==> config.mk <==
export PLATFORM = sky130hd
export DESIGN_NAME = vga_rom_renderer_flat
export DESIGN_NICKNAME = d
export VERILOG_FILES = /design/src/rtl/vga_rom_renderer_if.sv /design/src/rtl/vga_rom_renderer.sv /design/src/flat_wrapper.sv
export SDC_FILE = /design/constraint.sdc
export NUM_CORES = 1
export LEC_CHECK = 0
export CAP_MARGIN = 20
export CORE_ASPECT_RATIO = 0.6
export CORE_MARGIN = 3
export CORE_UTILIZATION = 40
export CTS_CLUSTER_DIAMETER = 120
export DETAILED_ROUTE_END_ITERATION = 8
export PLACE_DENSITY = 0.78
export SYNTH_ARGS = -nofsm -noshare
export SYNTH_HDL_FRONTEND = slang
export SYNTH_SLANG_ARGS = --single-unit
==> constraint.sdc <==
create_clock -name i_clk -period 1.9 [get_ports i_clk]
set_input_delay 0.38 -clock i_clk [delete_from_list [all_inputs] [get_ports i_clk]]
set_output_delay 0.38 -clock i_clk [all_outputs]
set_load 0.05 [all_outputs]
==> src/rtl/vga_rom_renderer_if.sv <==
// Bundles the timing-generator inputs, the image ROM port and the VGA pins of vga_rom_renderer.
// The renderer takes the slave view; whatever drives timing and consumes pixels takes the master view.
interface vga_rom_renderer_if #(
    parameter int IMG_BITS = 6
);
    logic [9:0]            hpos;
    logic [9:0]            vpos;
    logic                  display_on;
    logic                  hsync_in;
    logic                  vsync_in;
    logic                  enable;
    logic                  scroll_en;
    logic [2*IMG_BITS-1:0] rom_addr;
    logic [8:0]            rom_data;
    logic [2:0]            vga_red;
    logic [2:0]            vga_green;
    logic [2:0]            vga_blue;
    logic                  vga_hsync;
    logic                  vga_vsync;
    logic                  frame_done;

    modport slave (
        input  hpos, vpos, display_on, hsync_in, vsync_in, enable, scroll_en, rom_data,
        output rom_addr, vga_red, vga_green, vga_blue, vga_hsync, vga_vsync, frame_done
    );

    modport master (
        output hpos, vpos, display_on, hsync_in, vsync_in, enable, scroll_en, rom_data,
        input  rom_addr, vga_red, vga_green, vga_blue, vga_hsync, vga_vsync, frame_done
    );
endinterface

==> src/rtl/vga_rom_renderer.sv <==
// Tiles a 2^IMG_BITS square RGB333 ROM image across the screen with integer scaling and per-frame
// horizontal scroll; colour, blanking and syncs all leave on the same clock, three edges after input.
module vga_rom_renderer #(
    parameter int IMG_BITS    = 6,
    parameter int SCALE       = 1,
    parameter int SCROLL_STEP = 1
) (
    input  logic              i_clk,
    input  logic              i_reset,
    vga_rom_renderer_if.slave bus
);
    logic [9:0]            w_hpos_s;
    logic [9:0]            w_vpos_s;
    logic [IMG_BITS-1:0]   w_ix;
    logic [IMG_BITS-1:0]   w_iy;
    logic                  w_vs_rise;

    logic [2*IMG_BITS-1:0] r_rom_addr;
    logic [IMG_BITS-1:0]   r_xoff;
    logic                  r_vsync_prev;
    logic                  r_frame_done;
    logic                  r_de_d1, r_de_d2;
    logic                  r_en_d1, r_en_d2;
    logic                  r_hs_d1, r_hs_d2;
    logic                  r_vs_d1, r_vs_d2;
    logic [2:0]            r_red, r_green, r_blue;
    logic                  r_hsync_n, r_vsync_n;

    // Dropping the upper bits is what makes the image repeat across the screen.
    assign w_hpos_s  = bus.hpos >> SCALE;
    assign w_vpos_s  = bus.vpos >> SCALE;
    assign w_ix      = w_hpos_s[IMG_BITS-1:0] + r_xoff;
    assign w_iy      = w_vpos_s[IMG_BITS-1:0];
    assign w_vs_rise = bus.vsync_in & ~r_vsync_prev;

    always_ff @(posedge i_clk) begin
        if (i_reset) begin
            r_rom_addr   <= '0;
            r_xoff       <= '0;
            r_vsync_prev <= 1'b0;
            r_frame_done <= 1'b0;
            r_de_d1      <= 1'b0;
            r_de_d2      <= 1'b0;
            r_en_d1      <= 1'b0;
            r_en_d2      <= 1'b0;
            r_hs_d1      <= 1'b0;
            r_hs_d2      <= 1'b0;
            r_vs_d1      <= 1'b0;
            r_vs_d2      <= 1'b0;
            r_red        <= '0;
            r_green      <= '0;
            r_blue       <= '0;
            r_hsync_n    <= 1'b1;
            r_vsync_n    <= 1'b1;
        end else begin
            r_rom_addr <= {w_iy, w_ix};

            r_de_d1 <= bus.display_on;
            r_de_d2 <= r_de_d1;
            r_en_d1 <= bus.enable;
            r_en_d2 <= r_en_d1;
            r_hs_d1 <= bus.hsync_in;
            r_hs_d2 <= r_hs_d1;
            r_vs_d1 <= bus.vsync_in;
            r_vs_d2 <= r_vs_d1;

            // rom_data lines up with the d2 flags: both are two edges behind the input sample.
            if (r_de_d2 && r_en_d2) begin
                r_red   <= bus.rom_data[8:6];
                r_green <= bus.rom_data[5:3];
                r_blue  <= bus.rom_data[2:0];
            end else begin
                r_red   <= '0;
                r_green <= '0;
                r_blue  <= '0;
            end
            r_hsync_n <= ~r_hs_d2;
            r_vsync_n <= ~r_vs_d2;

            // Offset moves only at vsync rise, i.e. inside vertical blanking, so a frame never tears.
            r_vsync_prev <= bus.vsync_in;
            r_frame_done <= w_vs_rise;
            if (w_vs_rise && bus.scroll_en) begin
                r_xoff <= r_xoff + IMG_BITS'(SCROLL_STEP);
            end
        end
    end

    assign bus.rom_addr   = r_rom_addr;
    assign bus.vga_red    = r_red;
    assign bus.vga_green  = r_green;
    assign bus.vga_blue   = r_blue;
    assign bus.vga_hsync  = r_hsync_n;
    assign bus.vga_vsync  = r_vsync_n;
    assign bus.frame_done = r_frame_done;
endmodule
==> src/flat_wrapper.sv <==
// flat-port wrapper written by rule: the top's interface ports become plain ports
module vga_rom_renderer_flat 
#(
    parameter int IMG_BITS    = 6,
    parameter int SCALE       = 1,
    parameter int SCROLL_STEP = 1
)
  (i_clk, i_reset, bus_hpos, bus_vpos, bus_display_on, bus_hsync_in, bus_vsync_in, bus_enable, bus_scroll_en, bus_rom_data, bus_rom_addr, bus_vga_red, bus_vga_green, bus_vga_blue, bus_vga_hsync, bus_vga_vsync, bus_frame_done);
  vga_rom_renderer_if #(.IMG_BITS(IMG_BITS)) bus_i ();
  input  logic i_clk;
  input  logic i_reset;
  input wire logic [$bits(bus_i.hpos)-1:0] bus_hpos;
  input wire logic [$bits(bus_i.vpos)-1:0] bus_vpos;
  input wire logic [$bits(bus_i.display_on)-1:0] bus_display_on;
  input wire logic [$bits(bus_i.hsync_in)-1:0] bus_hsync_in;
  input wire logic [$bits(bus_i.vsync_in)-1:0] bus_vsync_in;
  input wire logic [$bits(bus_i.enable)-1:0] bus_enable;
  input wire logic [$bits(bus_i.scroll_en)-1:0] bus_scroll_en;
  input wire logic [$bits(bus_i.rom_data)-1:0] bus_rom_data;
  output wire logic [$bits(bus_i.rom_addr)-1:0] bus_rom_addr;
  output wire logic [$bits(bus_i.vga_red)-1:0] bus_vga_red;
  output wire logic [$bits(bus_i.vga_green)-1:0] bus_vga_green;
  output wire logic [$bits(bus_i.vga_blue)-1:0] bus_vga_blue;
  output wire logic [$bits(bus_i.vga_hsync)-1:0] bus_vga_hsync;
  output wire logic [$bits(bus_i.vga_vsync)-1:0] bus_vga_vsync;
  output wire logic [$bits(bus_i.frame_done)-1:0] bus_frame_done;
  assign bus_i.hpos = bus_hpos;
  assign bus_i.vpos = bus_vpos;
  assign bus_i.display_on = bus_display_on;
  assign bus_i.hsync_in = bus_hsync_in;
  assign bus_i.vsync_in = bus_vsync_in;
  assign bus_i.enable = bus_enable;
  assign bus_i.scroll_en = bus_scroll_en;
  assign bus_i.rom_data = bus_rom_data;
  assign bus_rom_addr = bus_i.rom_addr;
  assign bus_vga_red = bus_i.vga_red;
  assign bus_vga_green = bus_i.vga_green;
  assign bus_vga_blue = bus_i.vga_blue;
  assign bus_vga_hsync = bus_i.vga_hsync;
  assign bus_vga_vsync = bus_i.vga_vsync;
  assign bus_frame_done = bus_i.frame_done;
  vga_rom_renderer #(.IMG_BITS(IMG_BITS), .SCALE(SCALE), .SCROLL_STEP(SCROLL_STEP)) u_core (.i_clk(i_clk), .i_reset(i_reset), .bus(bus_i));
endmodule
Word-level counts from Yosys, hierarchy flattened
Index checks and enable logic that the tools add are counted.

Bits in registers: 38. Input port bits: 36. Output and inout port bits: 24. Logic and storage cells: 26.

Add/subtract/negate cells: 2. Bitwise logic cells: 5. Reductions and logical operators: 3.

Operators with widths (number): 6-bit by 1-bit adder with 6-bit output, second input constant (1); 6-bit adder (1); 1-bit NOT (4); 1-bit logical AND (2); 2-bit OR reduction (1); 1-bit bitwise AND (1).

Longest topological paths before layout
Depth after elaboration: 3. Depth in mapped cells: 7. Gate-level depth less buffers: 7.

Worst setup path after synthesis
OpenSTA, ideal clock, no wires.

Kind: register to register. Start: register u_core.r_xoff[0]. End: register u_core.r_rom_addr[4], in the netlist u_core.bus.rom_addr[4]. Setup time: 0.131 ns. Data arrival time: 1.349 ns. Required time: 1.769 ns. Slack: 0.420 ns. Cell stages (with the launch flop): 8. Path buffers: 0. Period minus slack after synthesis: 1.480 ns. Path through: dfxtp_1 -> ha_1 -> inv_1 -> fa_1 -> nor2b_1 -> o21ai_1 -> a21oi_1 -> nor3b_1.

Longest elaborated chain between the ends: 1.

RTL lines: start, declared (RTL line vga_rom_renderer.sv:19) `logic [IMG_BITS-1:0] r_xoff;`; start signal, assigned (RTL line vga_rom_renderer.sv:84) `r_xoff <= r_xoff + IMG_BITS'(SCROLL_STEP);`; 6-bit adder (RTL line vga_rom_renderer.sv:32) `assign w_ix = w_hpos_s[IMG_BITS-1:0] + r_xoff;`; end signal, assigned (RTL line vga_rom_renderer.sv:56) `r_rom_addr <= {w_iy, w_ix};`; end, declared (RTL line vga_rom_renderer.sv:18) `logic [2*IMG_BITS-1:0] r_rom_addr;`.

Every way passes these cells. A chain may end at the register's enable or synchronous reset.

Worst setup path after layout
Start: register u_core.r_green[2], in the netlist u_core.bus.vga_green[2]. End: output port bus_vga_green[2].

RTL lines: start, declared (RTL line vga_rom_renderer.sv:26) `logic [2:0] r_red, r_green, r_blue;`; start signal, assigned (RTL line vga_rom_renderer.sv:70) `r_green <= bus.rom_data[5:3];`; end, declared (RTL line flat_wrapper.sv:22) `output wire logic [$bits(bus_i.vga_green)-1:0] bus_vga_green;`.

No word-level cell between the ends.

==> flow_summary.rst <==
.. list-table::
   :header-rows: 1

   * - Metric
     - Value
   * - Cell types occupying the most area after synthesis
     - dfxtp_1, nor2b_1, ha_1
   * - Clock tree sinks
     - 38
   * - Hold buffer count at cts
     - 0
   * - Total vias in the final route
     - 983
   * - Die Height
     - about 51 um
   * - Clock latency on the worst-skew pair
     - 0.28 ns
   * - Share of power burned in registers
     - 51.8%
   * - Sum of overflow across all layers after global routing
     - 0
   * - Unrepaired setup endpoints after global routing
     - false
   * - Maximum number of pins on one net before global-route repair
     - 23
   * - Power Density
     - between 800 and 900 nW/um2
   * - H-tree Lvls
     - 2
   * - Number of global-route vias before repair
     - ~1000
   * - Switching pwr
     - 0.389 mW
   * - Kind of end point of the critical path
     - primary output
   * - Row Count
     - 15
   * - Max incr delay on CP
     - 0.82 ns
   * - Headroom to the max-slew limit
     - about 65%
   * - Leakage power of the design
     - a little under 0.8 nW
   * - Antenna violations before repair
     - 0
   * - Highest achievable clock rate
     - about 0.56 GHz
   * - List of cells traversed by the critical path
     - clkdlybuf4s50_1
   * - Worst Slack Setup Final
     - roughly 0.1 ns
   * - Number of synthesized register bits
     - 38
   * - Highest ir drop seen on vdd
     - ~370 uV
   * - Cell with the biggest individual delay on the critical path
     - clkdlybuf4s50_1
   * - Global-route total usage across every layer
     - approximately 15%
   * - Number of max-slew violations in the final report
     - 0
   * - Estimated wirelength of the detail-placed design
     - between 2000 and 2500 um
   * - Data arrival time of the critical path
     - roughly 1.4 ns
   * - Post-Route Skew
     - 0.00433 ns
   * - Remaining number of nets flagged by the antenna check after routing
     - 0
   * - CTS clock-pin slew for the worst setup and hold paths
     - roughly 0.07 ns
   * - Post-route DRC violation count
     - 0
   * - Internal power contribution
     - roughly 1.2 mW
   * - Maxcap violations
     - 0
   * - Biggest area consumer among synthesized cells
     - dfxtp_1
   * - Leading cell types in the layout, fill and taps excluded
     - clkdlybuf4s50_1, dfxtp_1, nor2b_1
   * - Die Footprint
     - approximately 4000 um2
   * - Synth Cell Area
     - between 1000 and 1500 um2
   * - Drt pass-1 iters
     - 3
   * - Startpoint-to-endpoint class of the critical path
     - reg2out
   * - Gpl congestion
     - approximately 0.84
   * - Setup fix buffers added after clock tree synthesis
     - 0
   * - Floorplan core area
     - roughly 3000 um2
   * - Detailed-route vias per instance
     - between 4 and 5
   * - Final Hold Vio Count
     - 0
   * - Place WS
     - -0.168 ns
   * - Total Power
     - 1.61 mW
   * - Final standard cell count with taps included and fillers excluded
     - approximately 220
   * - Share of post-route cells with drive strength above 1
     - between 7 and 8%
   * - Floorplan die width
     - 80.3 um
   * - Global-route wire length before repair
     - ~4700 um
   * - Crit path buffers/inverters
     - 1
   * - Count of mapped cells out of synthesis
     - approximately 120
   * - Post-cts resize count
     - 0
   * - Combinational fraction of design power
     - approximately 14%
   * - Nets in the synthesized netlist
     - 165
   * - Kind of cell adding the most delay to the critical path
     - buffers and inverters
   * - Initial core utilization
     - about 44%
   * - CTS tree
     - built
   * - Measured slew at the worst slew-check pin
     - 0.526 ns
   * - Mapped Avg Cell Area
     - between 10 and 15 um2
   * - Root buffer cell
     - clkbuf_8
   * - Distinct cells, synth
     - 28
   * - Outcome
     - completed
   * - Data required time of the worst path
     - 1.52 ns
   * - Post-layout min period
     - 1.80 ns
   * - # placed instances
     - approximately 210
   * - Longest Clk Path Bufs
     - 2
   * - Input/output buffers
     - slightly above 50
   * - Worst hold path class
     - reg2reg
   * - Layout-stage area growth over the synthesis result
     - 49.1%
   * - Crit path launch type
     - flop
   * - Detailed Route WL
     - between 2000 and 3000 um
   * - Part of the Yosys area used for sequential elements
     - around 57%
   * - Final TNS setup
     - 0 ns
   * - WL per Instance
     - between 10 and 15 um
   * - Number of setup violations in the final report
     - 0
   * - Initial drt markers
     - 15
   * - Clock buffers created by TritonCTS
     - 5
   * - Part of the total power dissipated in the clock network
     - about 34%
   * - Number of primary I/O pins
     - 60
   * - Most common library cell in the layout ignoring fill and taps
     - clkdlybuf4s50_1
   * - Count of warnings emitted by yosys
     - 0
   * - Worst-path maximum fanout
     - 1
   * - Proportion of total power due to net switching
     - between 20% and 30%
   * - Top cell type's share of synthesized area
     - between 50 and 60%
   * - Period utilisation layout
     - a little over nine tenths
   * - Antenna Cells
     - 0
   * - Final layout net count
     - ~220
-- power groups by stage --
stage          Sequential [mW]  Combinational [mW]  Clock, mW
2_1_floorplan            0.920              0.0515          0
3_3_place_gp             0.853               0.218          0
3_5_place_dp             0.855               0.223          0
4_1_cts                  0.836               0.225      0.572
5_1_grt                  0.839               0.238      0.612
6_report                 0.836               0.223      0.556
-- metrics by stage --
step                utilization, %  hold WS (ns)  cell area [um2]
detailed placement            62.3         0.370             1880
global placement              62.3         0.360             1880
floorplan                        -         0.356             1330
finish                        65.4         0.381             1980
global route                  65.4         0.399             1980
CTS                           65.3         0.384             1970
-- final timing paths --
kind,startpoint,to,slack [ns],depth (start not counted)
setup / recovery,u_core.bus.vga_green[2],bus_vga_green[2],0.10,1
hold / removal,u_core.r_vs_d2,u_core.bus.vga_vsync,0.38,1
setup reg to reg,u_core.r_xoff[0],u_core.bus.rom_addr[4],0.23,7
hold reg to reg,u_core.r_vs_d2,u_core.bus.vga_vsync,0.38,1
-- area by class of cell --
class                           instances  area (um2)
Clock inverter                          1        5.00
Inverter                                5        18.8
Tap cell                               42        52.6
Fill cell                             256        1050
Clock buffer                            7        86.3
Multi-Input combinational cell         76         534
Sequential cell                        38         761
Timing Repair Buffer                   52         518
-- cells by family after synthesis --
kind of cell    share of synthesized area, %
compound gates                          4.25
xor+xnor                                3.97
fa+ha+maj                               7.18
buf+inv                                 2.46
flops                                   57.4
simple gates                            24.7
-- metal layers --
metal,vias to the layer above,GRT usage [%],share of wire (%)
met3,2,6.81,6.6
met1,448,17.9,44
met2,29,26.0,50
met5,-,0,0
met4,0,3.37,0.25
li1,504,-,-
-- synth_stat cells --
master / n
nand2_1: 5
a31o_1: 1
inv_1: 5
nor3b_2: 1
buf_2: 2
dfxtp_1: 38
and3b_2: 1
o21ai_0: 1
fa_1: 1
ha_1: 6
nor2_1: 7
or3_1: 1
and2_1: 9
nand3_1: 3
o21ai_1: 1
nor3_1: 1
nor3b_1: 1
xnor2_1: 2
clkbuf_1: 1
nand4_1: 3
nor3_2: 1
nand3b_4: 1
a21oi_1: 6
nor2b_1: 16
nor2b_2: 1
xor2_1: 4
a21o_1: 1
nand2b_1: 2
-- registers in the layout, summed over array words and instances (netlist names), 3 cells and up --
| register | count |
|---|---|
| u_core.bus.rom_addr | 12 |
| u_core.bus.vga_blue | 3 |
| u_core.bus.vga_green | 3 |
| u_core.bus.vga_red | 3 |
| u_core.r_xoff | 6 |
No activity file was read; power rests on OpenSTA's default activity.
